**src/rtl/mem_access_pkg.sv**
```systemverilog
// Shared size codes, state encodings and request bundle for the data memory initiator.
// Misalignment trapping is built only with MEM_ACCESS_MISALIGN_TRAP_EN.
package mem_access_pkg;

  localparam logic [1:0] SIZE_BYTE = 2'b00;
  localparam logic [1:0] SIZE_HALF = 2'b01;
  localparam logic [1:0] SIZE_WORD = 2'b10;

  localparam logic [1:0] ST_IDLE = 2'd0;
  localparam logic [1:0] ST_RD   = 2'd1;
  localparam logic [1:0] ST_CAP  = 2'd2;
  localparam logic [1:0] ST_WR   = 2'd3;

  typedef struct packed {
    logic        store;
    logic [1:0]  size;
    logic        uns;
    logic [31:0] data;
  } req_t;

  // Size code 2'b11 behaves as a word access.
  function automatic logic is_word(input logic [1:0] s);
    return s[1];
  endfunction

  function automatic logic misaligned_addr(
    input logic [1:0] s,
    input logic [1:0] o
  );
    logic r;
    r = 1'b0;
    if (is_word(s))
      r = (o != 2'b00);
    else if (s == SIZE_HALF)
      r = o[0];
    return r;
  endfunction

endpackage

```
**src/rtl/mem_access_controller_lane.sv**
```systemverilog
// Big-endian lane extraction/extension for loads and lane merge for stores.
// Halves select on offset[1] only; words ignore the offset.
module byte_lane_unit
  import mem_access_pkg::*;
(
  input  logic [31:0] word,
  input  logic [1:0]  offset,
  input  logic [1:0]  size,
  input  logic        unsigned_load,
  input  logic [31:0] store_data,
  output logic [31:0] load_value,
  output logic [31:0] merged
);

  logic [4:0]  shamt;
  logic [7:0]  bval;
  logic [15:0] hval;
  logic [31:0] bmask;

  // Byte at offset o sits at bit 8*(3-o); 3-o is ~o in two bits.
  assign shamt = {~offset, 3'b000};
  assign bval  = 8'(word >> shamt);
  assign hval  = offset[1] ? word[15:0] : word[31:16];
  assign bmask = 32'h0000_00ff << shamt;

  always_comb begin
    load_value = word;
    merged     = store_data;
    unique case (1'b1)
      is_word(size): begin
        load_value = word;
        merged     = store_data;
      end
      size == SIZE_HALF: begin
        load_value = unsigned_load ? {16'h0, hval}
                                   : {{16{hval[15]}}, hval};
        merged = offset[1] ? {word[31:16], store_data[15:0]}
                           : {store_data[15:0], word[15:0]};
      end
      default: begin
        load_value = unsigned_load ? {24'h0, bval}
                                   : {{24{bval[7]}}, bval};
        merged = (word & ~bmask)
               | ({24'h0, store_data[7:0]} << shamt);
      end
    endcase
  end

endmodule

```
**src/rtl/mem_access_controller.sv**
```systemverilog
// Load/store initiator for a word-wide big-endian data memory (RMW sub-word stores).
// Define MEM_ACCESS_MISALIGN_TRAP_EN to complete misaligned requests as faults.
module mem_access_controller
  import mem_access_pkg::*;
#(
  parameter int ADDR_WIDTH = 32
) (
  input  logic                  clk,
  input  logic                  reset,
  input  logic                  req,
  input  logic                  isStore,
  input  logic [1:0]            size,
  input  logic                  unsignedLoad,
  input  logic [ADDR_WIDTH-1:0] addr,
  input  logic [31:0]           storeData,
  output logic                  busy,
  output logic                  done,
  output logic [31:0]           loadData,
  output logic                  misaligned,
  output logic [ADDR_WIDTH-1:0] memAddress,
  output logic                  memRead,
  output logic                  memWrite,
  output logic [31:0]           memWordOut,
  input  logic [31:0]           memWordIn
);

  logic [1:0]  state;
  logic [1:0]  offset_q;
  req_t        rq;
  logic        fault;
  logic [31:0] lane_load;
  logic [31:0] lane_merge;

  byte_lane_unit u_lane (
    .word          (memWordIn),
    .offset        (offset_q),
    .size          (rq.size),
    .unsigned_load (rq.uns),
    .store_data    (rq.data),
    .load_value    (lane_load),
    .merged        (lane_merge)
  );

`ifdef MEM_ACCESS_MISALIGN_TRAP_EN
  assign fault = misaligned_addr(size, addr[1:0]);
`else
  assign fault = 1'b0;
`endif

  assign busy     = (state != ST_IDLE);
  // Strobes are masked by reset so the memory never acts on a reset edge.
  assign memRead  = (state == ST_RD) && !reset;
  assign memWrite = (state == ST_WR) && !reset;

  always_ff @(posedge clk) begin
    if (reset) begin
      state      <= ST_IDLE;
      done       <= 1'b0;
      misaligned <= 1'b0;
      loadData   <= '0;
      memAddress <= '0;
      memWordOut <= '0;
      offset_q   <= '0;
      rq         <= '0;
    end else begin
      done       <= 1'b0;
      misaligned <= 1'b0;
      unique case (state)
        ST_IDLE: begin
          if (req) begin
            rq.store   <= isStore;
            rq.size    <= size;
            rq.uns     <= unsignedLoad;
            rq.data    <= storeData;
            offset_q   <= addr[1:0];
            memAddress <= {addr[ADDR_WIDTH-1:2], 2'b00};
            if (fault) begin
              done       <= 1'b1;
              misaligned <= 1'b1;
            end else if (isStore && is_word(size)) begin
              memWordOut <= storeData;
              state      <= ST_WR;
            end else begin
              state <= ST_RD;
            end
          end
        end
        ST_RD: state <= ST_CAP;
        ST_CAP: begin
          if (rq.store) begin
            memWordOut <= lane_merge;
            state      <= ST_WR;
          end else begin
            loadData <= lane_load;
            done     <= 1'b1;
            state    <= ST_IDLE;
          end
        end
        ST_WR: begin
          done  <= 1'b1;
          state <= ST_IDLE;
        end
        default: state <= ST_IDLE;
      endcase
    end
  end

endmodule

```
**config.mk**
```make
export PLATFORM = sky130hd
export DESIGN_NAME = mem_access_controller
export DESIGN_NICKNAME = d
export VERILOG_FILES = /design/src/rtl/mem_access_pkg.sv /design/src/rtl/mem_access_controller_lane.sv /design/src/rtl/mem_access_controller.sv
export SDC_FILE = /design/constraint.sdc
export NUM_CORES = 1
export LEC_CHECK = 0
export CAP_MARGIN = 40
export CORE_UTILIZATION = 25
export DETAILED_ROUTE_END_ITERATION = 8
export PLACE_DENSITY = 0.54
export REMOVE_ABC_BUFFERS = 1
export SLEW_MARGIN = 20
export SYNTH_ARGS = -nofsm -noshare
export SYNTH_HDL_FRONTEND = slang
export SYNTH_HIERARCHICAL = 1
export SYNTH_SLANG_ARGS = --single-unit
```
**constraint.sdc**
```tcl
create_clock -name clk -period 2.15 [get_ports clk]
set_input_delay 0.3225 -clock clk [delete_from_list [all_inputs] [get_ports clk]]
set_output_delay 0.3225 -clock clk [all_outputs]
set_load 0.005 [all_outputs]
```
# ---- Word-level counts from Yosys, hierarchy flattened
# Index checks and enable logic that the tools add are counted.
dict set report totals {
  register_bits 135
  latch_bits 0
  ramBits 0
  mem_bits_ro 0
  input_bits 103
  memories 0
}
dict set report classes {
  add_sub_neg 0
  multipliers 0
  div_mod_pow 0
  order_cmp 0
  n_eq_ne 7
  n_shift 3
  mux 16
  n_bitwise 5
  n_reduce_logical 10
}
# operator count
set ops {}
lappend ops {{$mux 32} 6}
lappend ops {{$pmux 32 s2} 3}
lappend ops {{$and 32x32->32} 1}
lappend ops {{$not 32->32} 1}
lappend ops {{$or 32x32->32} 1}
lappend ops {{$shl 8x5->32} 1}
lappend ops {{$shl 8x5->32 const A} 1}
lappend ops {{$shr 32x5->8} 1}
lappend ops {{$mux 16} 1}
lappend ops {{$pmux 2 s4} 1}
lappend ops {{$mux 2} 3}
lappend ops {{$ne 2x2->1 const B} 3}
lappend ops {{$eq 2x1->1 const B} 2}
lappend ops {{$eq 2x2->1 const B} 2}
lappend ops {{$reduce_and 2->1} 2}
lappend ops {{$reduce_and 4->1} 1}
lappend ops {{$reduce_bool 2->1} 2}
lappend ops {{$logic_and 1x1->1} 3}
lappend ops {{$logic_not 2->1} 1}
lappend ops {{$not 2->2} 1}
lappend ops {{$pmux 1 s2} 1}
lappend ops {{$logic_not 1->1} 1}
lappend ops {{$mux 1} 1}
lappend ops {{$not 1->1} 1}

# ---- Longest topological paths before layout
dict set report depth {
  word_depth 8
  depth_mapped 8
}

# ---- Cells and area by module
# Netlist, hierarchy kept.
# module n_inst cells_per_inst area_per_inst_um2 seq_area_each_um2
set by_module_without_submodules {}
lappend by_module_without_submodules {mem_access_controller 1 609 5227.5 2702.6}
lappend by_module_without_submodules {byte_lane_unit 1 203 1418.9 0.0}

# ---- Worst setup path after synthesis
# OpenSTA, ideal clock, no wires.
dict set report synth_path {
  kind {register to register}
  startpoint {register offset_q[0]}
  endpoint {register loadData[10]}
  setup_ps 132
  t_arrival_ps 1619
  setup_slack_ps 399
  stages_incl_launch_ff 8
  path_buffers 2
  synth_period_minus_slack_ps 1751
  cell_sequence {dfxtp_1 > buf_6 > mux4_2 > and2_4 > buf_6 > a221o_1 > nand2_1 > a21oi_1}
}
dict set report synth_between {
  elab_chain_len 4
}
# item line_no
set synth_rtl {}
lappend synth_rtl {{start: declaration} mem_access_controller.sv:28} ;# logic [1:0] offset_q;
lappend synth_rtl {{start signal: assignment} mem_access_controller.sv:75} ;# offset_q <= addr[1:0];
lappend synth_rtl {{$not 2->2} mem_access_controller_lane.sv:21} ;# assign shamt = {~offset, 3'b000};
lappend synth_rtl {{$shr 32x5->8} mem_access_controller_lane.sv:22} ;# assign bval = 8'(word >> shamt);
lappend synth_rtl {{$mux 32} mem_access_controller_lane.sv:41} ;# load_value = unsigned_load ? {24'h0, bval}
lappend synth_rtl {{$pmux 32 s2} mem_access_controller_lane.sv:29} ;# unique case (1'b1)
lappend synth_rtl {{named net lane_load[10]} mem_access_controller.sv:31} ;# logic [31:0] lane_load;
lappend synth_rtl {{end signal: assignment} mem_access_controller.sv:94} ;# loadData <= lane_load;
lappend synth_rtl {{end: declaration} mem_access_controller.sv:18} ;# output logic [31:0] loadData,
# The timed path passes the listed nets, and every way through them passes these cells.
# A chain may end at the register's enable or synchronous reset.

# ---- Final worst setup path
dict set report layout_path {
  startpoint {register state[0]}
  endpoint {output memRead}
}
dict set report layout_between {
  elab_chain_len 2
}
# item line_no
set layout_rtl {}
lappend layout_rtl {{start: declaration} mem_access_controller.sv:27} ;# logic [1:0] state;
lappend layout_rtl {{start signal: assignment} mem_access_controller.sv:57} ;# state <= ST_IDLE;
lappend layout_rtl {{start signal: assignment} mem_access_controller.sv:82} ;# state <= ST_WR;
lappend layout_rtl {{start signal: assignment} mem_access_controller.sv:84} ;# state <= ST_RD;
lappend layout_rtl {{$eq 2x1->1} mem_access_controller.sv:52} ;# assign memRead = (state == ST_RD) && !reset;
lappend layout_rtl {{$logic_and 1x1->1} mem_access_controller.sv:52}
lappend layout_rtl {{end: declaration} mem_access_controller.sv:21} ;# output logic memRead,
# Every way passes these cells.

==> run_results.csv <==
group,metric,value,unit
drt,wl_per_cell,18.3,µm
min_path,worstHoldPathType,"input port to flip-flop",
timing,finalCritPeriodShare,93.1,%
yosys,synthCells,812,
yosys,synth-edff-count,0,
timing,holdWs,0.159,ns
floorplanning,rows,59,
power_and_ir_drop,peakVddDrop,0.463,mV
floorplanning,die_w,165,µm
drt,avgViaCountPerCell,4.89,
critical_path,endpoint,"memRead",
placed_design,gp_congestion,0.820,
flow_run,maxCapViolCount,0,
drt,drc,0,
power_and_ir_drop,total_power,7.61,mW
clock_tree,clk-insertion-delay-late,0.43,ns
drt,drt_iter0_drc,420,
power_and_ir_drop,p_leak,3.50,nW
critical_path,critPathTopFamily,"buffers and inverters",
critical_path,start_kind,"flip-flop",
grt,grtUsageTotal,17.9,%
timing,setup_violations,0,
finish,fin_nets,1085,
grt,grt_max_degree,131,
drt,dr_total_vias,6509,
critical_path,slowest_stage,"clkdlybuf4s50_1",
critical_path,end_kind,"primary output",
timing,fin_worst_skew,0.0141,ns
clock_tree,cts_tree,"yes",
critical_path,path_max_fanout,10,
power_and_ir_drop,internal_power,5.41,mW
critical_path,r2r-end,"memWordOut[27]",
yosys,ys_async_sr_fraction,0,%
power_and_ir_drop,seq_power_share,37.1,%
yosys,synth.distinct_cells,45,
power_and_ir_drop,swShare,29.0,%
yosys,synth_ff_type,"dfxtp_1",
yosys,synth_common_cells,"nand2_1 (248), dfxtp_1 (135), a21oi_1 (101)",
yosys,yosys.area.top_type_share,40.7,%
grt,grt.overflow.total,0,
drt,wl,24.3,mm
grt,antenna_found_initial,3,
yosys,ys_seq_elements,135,
yosys,synth_area_leaders,"dfxtp_1 (41%), nand2_1 (14%), mux2i_1 (9.6%), a21oi_1 (7.6%), a211oi_1 (7.3%)",
timing,drv_slew,0,
placed_design,dp_hpwl,16.6,mm
critical_path,reg2reg_from,"offset_q[1]",
clock_tree,clk_path_buf_depth,2,
grt,grt_pass1_wl,36.9,mm
clock_tree,cts.sinks,135,
timing,relSlewSlack,48.8,%
finish,fillers,2702,
timing,period_minus_slack,2.00,ns
yosys,syn-cell-area,6650,µm²
critical_path,path_buf_inv,1,
grt,grt_pass1_vias,6302,
finish,syn_to_final_growth,44.2,%
timing,hold_viol_final,0,
power_and_ir_drop,p_switching,2.20,mW
yosys,yosysMostFrequentCell,"nand2_1",
power_and_ir_drop,power_frac_comb,22.5,%
critical_path,crit_required,1.83,ns
power_and_ir_drop,p_per_area,794,nW/µm²
power_and_ir_drop,clockPowerShare,40.4,%
clock_tree,cts.repair.resized,2,
critical_path,r2r_setup_slack,0.23,ns
critical_path,crit_cells,2,
timing,fmax,499,MHz
yosys,ys_seq_area_share,40.7,%
clock_tree,ctsHoldBuffers,0,
clock_tree,cts_buffers,17,
clock_tree,cts_setup_buffers,0,
critical_path,reg2reg_depth,6,
critical_path,critical-path-max-stage-delay,0.55,ns
finish,drive_gt1_share,9.15,%
yosys,synth_warnings,6,
run_status,status,"finished clean",
critical_path,path_class,"flip-flop to primary output",
timing,rsz0062_at_grt,"no",
floorplanning,start_util,25.5,%
placed_design,port_buffers,200,
critical_path,cp.arrival,1.68,ns
floorplanning,core_area,26100,µm²
floorplanning,die-area,27200,µm²
drt,ant_nets,0,
critical_path,path_cells,"nor3b_2 > clkdlybuf4s50_1",
floorplanning,die_y,165,µm
clock_tree,clockRootBuffer,"clkbuf_16",
clock_tree,ctsHtreeMaxLevel,4,
yosys,yosys.area.top_type,"dfxtp_1",
drt,dr.pass1.iters,5,
critical_path,critPathLaunch,"state[0]",
timing,worstMarginPinSlew,0.768,ns
yosys,syn_area_per_cell,8.19,µm²
clock_tree,clk_pin_slew,0.07,ns
floorplanning,pin_count,204,
worst min path at each step:
stage	slack, ns	endpoint	start	depth (start not counted)
detailed placement	0.45	loadData[20]	loadData[20]	2
global route	0.15	memAddress[15]	reset	2
finish	0.16	memAddress[28]	reset	2
floorplan	0.39	memWordOut[1]	reset	1
global placement	0.44	memAddress[22]	memAddress[22]	2
CTS	0.15	memAddress[28]	reset	2
metrics by stage:
step | instance area (µm²) | setup WS [ns] | utilization, % | cells | setup TNS (ns)
after floorplan | 6220 | -1.24 | - | 733 | -133.52
after global placement | 8950 | 0.127 | 34.3 | 1297 | 0
after detailed placement | 8960 | 0.106 | 34.4 | 1298 | 0
after CTS | 9580 | 0.0290 | 36.8 | 1330 | 0
after global routing | 9580 | 0.0659 | 36.8 | 1330 | 0
final | 9590 | 0.148 | 36.8 | 1331 | 0
layer usage:
metal	GRT usage (%)	vias up	part of all wire, %	wire, µm
met5	0	-	0.11	27
met4	4.13	4	0.86	209
met3	6.24	18	8.7	2120
met2	29.1	213	47	11400
met1	22.4	3081	44	10600
li1	-	3193	-	-
cells by family after synthesis:
logic type | synth area share (%)
AO/OA/AOI/OAI | 22.9
buffers and inverters | 6.59
flip-flops | 40.7
multiplexers | 11.5
other | 0.0564
AND/OR/NAND/NOR | 18.3
registers in the layout, summed over array words and instances (netlist names):
signal      count
memAddress     30
memWordOut     32
done            1
offset_q        2
state           2
loadData       32
rq             36
worst reg2reg max path, cell delays in order (launching register included):
cell	delay, ns
dfxtp_1	0.33
buf_12	0.17
nor2_2	0.54
mux2i_1	0.16
o221ai_1	0.27
mux2i_1	0.12
a211oi_1	0.23
power by group through the flow:
stage	combinational, mW	clock [mW]	sequential, mW
3_3_place_gp	1.71	0	2.87
5_1_grt	1.86	3.26	2.85
2_1_floorplan	0.764	0	2.90
4_1_cts	1.73	3.14	2.82
6_report	1.71	3.08	2.82
3_5_place_dp	1.72	0	2.88
cells in the final DEF, fill, tap and decap left out, drive strengths merged, types with 3 or more instances in the layout:
master and instances:
clkdlybuf4s50 199, a211oi 66, nand2b 3, mux2 9, a22oi 5, nand2 248, buf 31, conb 3
clkinv 6, inv 4, bufinv 3, dfxtp 135, and3b 3, a221o 13, o221ai 8, nor3b 4
nor2 7, a221oi 7, a21oi 101, o22ai 7, mux2i 64, clkinvlp 3, o21ai 10, and2 7
a22o 7, nor2b 9, clkbuf 18
layout make-up:
type | instances | area (µm²) | area share [%]
multi-input combinational | 596 | 3530 | 36.9
sequential | 135 | 2710 | 28.3
timing repair buffer | 230 | 2300 | 24.0
clock buffer | 18 | 439 | 4.58
tap | 335 | 419 | 4.37
clock inverter | 14 | 175 | 1.83
inverter | 2 | 7.51 | 0.0783
antenna | 1 | 2.50 | 0.0261
No activity file was read; power rests on OpenSTA's default activity.
